[src/rtl/pwm_deadtime.sv]
// Complementary gate-drive stage: turns a single-ended PWM into a high/low-side
// pair with programmable break-before-make dead time and a latched fault shutdown.
module pwm_deadtime #(
  parameter int unsigned DT_WIDTH = 8
) (
  input  logic                clk,
  input  logic                rst,
  input  logic                pwm_in,
  input  logic                en,
  input  logic [DT_WIDTH-1:0] dead_time,
  input  logic                fault,
  input  logic                fault_clr,
  output logic                out_hi,
  output logic                out_lo,
  output logic                dead_active,
  output logic                fault_latched
);

  typedef enum logic [2:0] {
    S_OFF,
    S_LO,
    S_DEAD_TO_HI,
    S_HI,
    S_DEAD_TO_LO,
    S_FAULT
  } state_t;

  state_t              r_state;
  state_t              w_state_nxt;
  logic                r_pwm_q;
  logic [DT_WIDTH-1:0] r_dt_cnt;
  logic [DT_WIDTH-1:0] w_dt_cnt_nxt;
  logic                w_dt_zero;
  logic [DT_WIDTH-1:0] w_dt_load;

  assign w_dt_zero = (dead_time == '0);
  assign w_dt_load = dead_time - DT_WIDTH'(1);

  always_comb begin
    w_state_nxt  = r_state;
    w_dt_cnt_nxt = r_dt_cnt;
    if (fault) begin
      w_state_nxt = S_FAULT;
    end else if (r_state == S_FAULT) begin
      if (fault_clr) w_state_nxt = S_OFF;
    end else if (!en) begin
      w_state_nxt = S_OFF;
    end else begin
      case (r_state)
        // Leaving OFF always takes a full dead interval toward the current input level.
        S_OFF: begin
          if (w_dt_zero) begin
            w_state_nxt = r_pwm_q ? S_HI : S_LO;
          end else begin
            w_state_nxt  = r_pwm_q ? S_DEAD_TO_HI : S_DEAD_TO_LO;
            w_dt_cnt_nxt = w_dt_load;
          end
        end
        S_LO: begin
          if (r_pwm_q) begin
            w_state_nxt  = w_dt_zero ? S_HI : S_DEAD_TO_HI;
            w_dt_cnt_nxt = w_dt_zero ? r_dt_cnt : w_dt_load;
          end
        end
        S_HI: begin
          if (!r_pwm_q) begin
            w_state_nxt  = w_dt_zero ? S_LO : S_DEAD_TO_LO;
            w_dt_cnt_nxt = w_dt_zero ? r_dt_cnt : w_dt_load;
          end
        end
        // An input reversal mid-interval falls back to the side that was safe all along.
        S_DEAD_TO_HI: begin
          if (!r_pwm_q)              w_state_nxt  = S_LO;
          else if (r_dt_cnt == '0)   w_state_nxt  = S_HI;
          else                       w_dt_cnt_nxt = r_dt_cnt - DT_WIDTH'(1);
        end
        S_DEAD_TO_LO: begin
          if (r_pwm_q)               w_state_nxt  = S_HI;
          else if (r_dt_cnt == '0)   w_state_nxt  = S_LO;
          else                       w_dt_cnt_nxt = r_dt_cnt - DT_WIDTH'(1);
        end
        default: w_state_nxt = S_OFF;
      endcase
    end
  end

  always_ff @(posedge clk) begin
    if (rst) begin
      r_state  <= S_OFF;
      r_pwm_q  <= 1'b0;
      r_dt_cnt <= '0;
    end else begin
      r_state  <= w_state_nxt;
      r_pwm_q  <= pwm_in;
      r_dt_cnt <= w_dt_cnt_nxt;
    end
  end

  assign out_lo        = (r_state == S_LO);
  assign out_hi        = (r_state == S_HI);
  assign dead_active   = (r_state == S_DEAD_TO_HI) || (r_state == S_DEAD_TO_LO);
  assign fault_latched = (r_state == S_FAULT);

endmodule

[config.mk]
export PLATFORM = sky130hd
export DESIGN_NAME = pwm_deadtime
export DESIGN_NICKNAME = d
export VERILOG_FILES = /design/src/rtl/pwm_deadtime.sv
export SDC_FILE = /design/constraint.sdc
export NUM_CORES = 1
export LEC_CHECK = 0
export CAP_MARGIN = 30
export CORE_MARGIN = 4
export CORE_UTILIZATION = 35
export DETAILED_ROUTE_END_ITERATION = 7
export PLACE_DENSITY = 0.57
export REMOVE_ABC_BUFFERS = 1
export SETUP_SLACK_MARGIN = 0.02
export SLEW_MARGIN = 15
export SYNTH_ARGS = -nofsm -noshare
export SYNTH_HDL_FRONTEND = slang
export SYNTH_SLANG_ARGS = --single-unit
[constraint.sdc]
create_clock -name clk -period 2.91 [get_ports clk]
set_clock_uncertainty 0.2 [all_clocks]
set_input_delay 0.7275 -clock clk [delete_from_list [all_inputs] [get_ports clk]]
set_output_delay 0.7275 -clock clk [all_outputs]
set_load 0.05 [all_outputs]
==> results.md <==
* Largest net degree at the start of global routing at 14
* Post-route cell area at 1300 um2
* RSZ-0062 raised after global routing: false
* Post-synthesis adder-cell area fraction at 1.267%
* Die area at 3734 um2
* TritonCTS clock tree: yes
* Sw Ratio at 33.95%
* GRT overflow at 0
* Top_reg_cell synth: dfxtp_1
* Post-synthesis cell type count at 49
* # resized after CTS at 0
* Worst hold path type: reg2reg
* Reg clk slew, reported paths at 0.09 ns
* Int Power at 0.0003411 W
* # rows at 18
* TritonCTS buffer count at 3
* FF+latch count, synth at 12
* Synth-to-Final Area Change at 31.69%
* Syn_area_per_cell at 8.026 um2
* Seq/Total Area, Yosys at 24.33%
* Compound-Gate Fraction of Synth Area at 30.54%
* Clock power frac at 26.8%
* Placer Congestion at 0.8081
* Total setup buffers inserted after CTS at 0
* Antenna violations before repair at 0
* EDFF count, synth at 0
* ANT nets after route at 0
* Setup crit end kind: register
* Core area at 2590 um2
* Tcrit/Tclk final at 95.87%
* Leak at 0.5101 nW
* Number of inserted diodes at 0
* Post-synth top area share at 24.33%
* Initial Util at 38.12%
* Top post-synthesis cells by count: 13 x a21oi_1, 12 x dfxtp_1, 10 x nand2_1
* Synthesized instance count at 123
* Port bufs at 17
* Vias/cell at 6.055
* CP Class: in2reg
* CTS sink cnt at 12
* Crit path arrival time at 2.79 ns
* Die W at 61.11 um
* Largest family of logic cells by synthesized area: compound AO/OA/AOI/OAI gates
* Yosys warns at 0
* Vias in the first global route at 953
* Pre-antenna DRT Iters at 4
* Power per cell area at 397.2 nW/um2
* IO Count at 18
* Fmax at 358.4 MHz
* Total Routed Length at 2.761 mm
* Max incr delay on CP at 0.54 ns
* Iteration-0 DRC Markers at 77
* DRC violations left at 0
* Fin nets at 167
* Hold_buf cts at 0
* CP max FO at 10
* First-pass GRT wire length at 4.388 mm
* Tot GR Track Use at 15.70%
* Crit path depth at 6
* Total of max-cap violations at 0
* Layout cell share with drive strength beyond 1 at 24.50%
* Top cells by area, synth: dfxtp_1 24%, a21oi_1 6.6%, mux2i_1 5.1%, o21ai_0 4.1%, nand2_1 3.8%
* Synth Area in Simple Gates at 29.15%
* Root buf cell: clkbuf_4
* Ys async rst share at 0%
* Startpoint types: input pin
* Hold Vio Cnt, Final at 0
* Wire per inst at 15.25 um
* Post-synthesis mux area share at 6.210%
* Max clock buf depth at 2
* Largest area contributor in the netlist: dfxtp_1
* Post-DP Area at 1259 um2
* Worst R2R Setup Slack at 0.34 ns
* CP Cell Sequence: clkdlybuf4s50_1 > or4_4 > or3_4 > o2111a_2 > o311a_1 > o32ai_2
* Slew Viols, Final at 0
* Slowest CP cell: or4_4
* Most instantiated library cell after synthesis: a21oi_1
* CTS H-tree lvls at 1
* Slew Limit Headroom at 64.39%
* Delay-heaviest family, CP: simple AND/OR/NAND/NOR gates
* Hold depth at 2
* Mapped Area at 987.2 um2
* Reg2Reg Depth at 9
* # setup viols final at 0
* XOR/XNOR share of the synthesized area at 0.8872%
* DP HPWL at 2.103 mm
* Floorplan die height at 61.11 um
* Critical Path RT at 2.91 ns
* Sequential power share at 36.9%
* Clk_lat worst skew at 0.29 ns
* Status: completed
* Worst-Margin Slew at 0.5293 ns
* Worst hold slack at 0.2954 ns
* Net Sw Power at 0.0001753 W
* Gate power share at 36.4%
* Period minus WS final at 2.790 ns
* VDD IR max at 0.2053 mV
* Total number of vias at 1096
* Buf/Inv on CP at 1
## final cells by class
class	count	area, um2
clock buffer	4	36.28
fill	264	1290
inverter	5	18.77
multi-input combinational	98	673.1
sequential	12	241.5
tap	30	37.54
timing repair buffer	32	292.8
## sequential cells by signal, summed over array words and instances (netlist names)
signal	cells
r_dt_cnt	8
r_pwm_q	1
r_state	3
## tightest hold or removal path, cell delays in order, from the launching register on
cell and delay [ns]:
dfxtp_1 0.32, o21ai_0 0.07, a21oi_1 0.06
## layer usage
| metal | vias up | part of all wire, % | track usage, % |
|---|---|---|---|
| met1 | 520 | 48 | 22.07 |
| met3 | 4 | 5.9 | 1.887 |
| met2 | 39 | 45 | 24.02 |
| met5 | - | 0 | 0 |
| li1 | 533 | - | - |
| met4 | 0 | 1.4 | 6.811 |
## through the flow
step	util (%)	TNS (ns)	worst slack, ns	instances	total power [W]
6_report	50.19	0	0.1201	181	0.0005164
5_1_grt	50.19	0	0.03008	181	0.0005435
4_1_cts	50.00	0	0.05580	181	0.0005175
3_5_place_dp	48.60	-1.096	-0.2352	177	0.0003775
3_3_place_gp	48.60	-0.9146	-0.1758	177	0.0003757
2_1_floorplan	-	0	0.3288	115	0.0002954
## kinds of logic after synthesis
group                      count (synthesis)
AOI/OAI and AO/OA                         41
xor gates and xnor gates                   1
adders and majority gates                  1
buffers and inverters                     13
DFF                                       12
muxes                                      6
and+or+nand+nor                           49
## cells in the final DEF (no fill, tap or decap), types with 2 or more instances in the layout
cell              n
nand2_1          10
clkdlybuf4s50_1  14
or3_1             4
clkbuf_4          3
buf_4            16
a211oi_1          2
inv_1             5
o31ai_1           2
a21oi_1          13
or3_2             2
nor4_1            2
nor3b_1           3
nor3_1            3
nand4b_1          2
nand2b_1          4
mux2i_1           5
o21ai_0           8
nor2_1            8
o32ai_1           2
dfxtp_1          11
## path summary, 6_finish.rpt
path	startpoint	endpoint
worst max register to register	r_state[2]	r_dt_cnt[4]
worst max-delay path	dead_time[4]	r_dt_cnt[5]
worst min register to register	r_dt_cnt[7]	r_dt_cnt[7]
worst min-delay path	r_dt_cnt[7]	r_dt_cnt[7]
## power groups by stage
stage | combinational, W | sequential, W | clock [W]
6_report | 0.000188 | 0.000190 | 0.000138
5_1_grt | 0.000203 | 0.000192 | 0.000148
4_1_cts | 0.000186 | 0.000189 | 0.000142
3_5_place_dp | 0.000184 | 0.000193 | 0
3_3_place_gp | 0.000183 | 0.000193 | 0
2_1_floorplan | 0.000104 | 0.000191 | 0
Power figures use the tool's default switching activity.
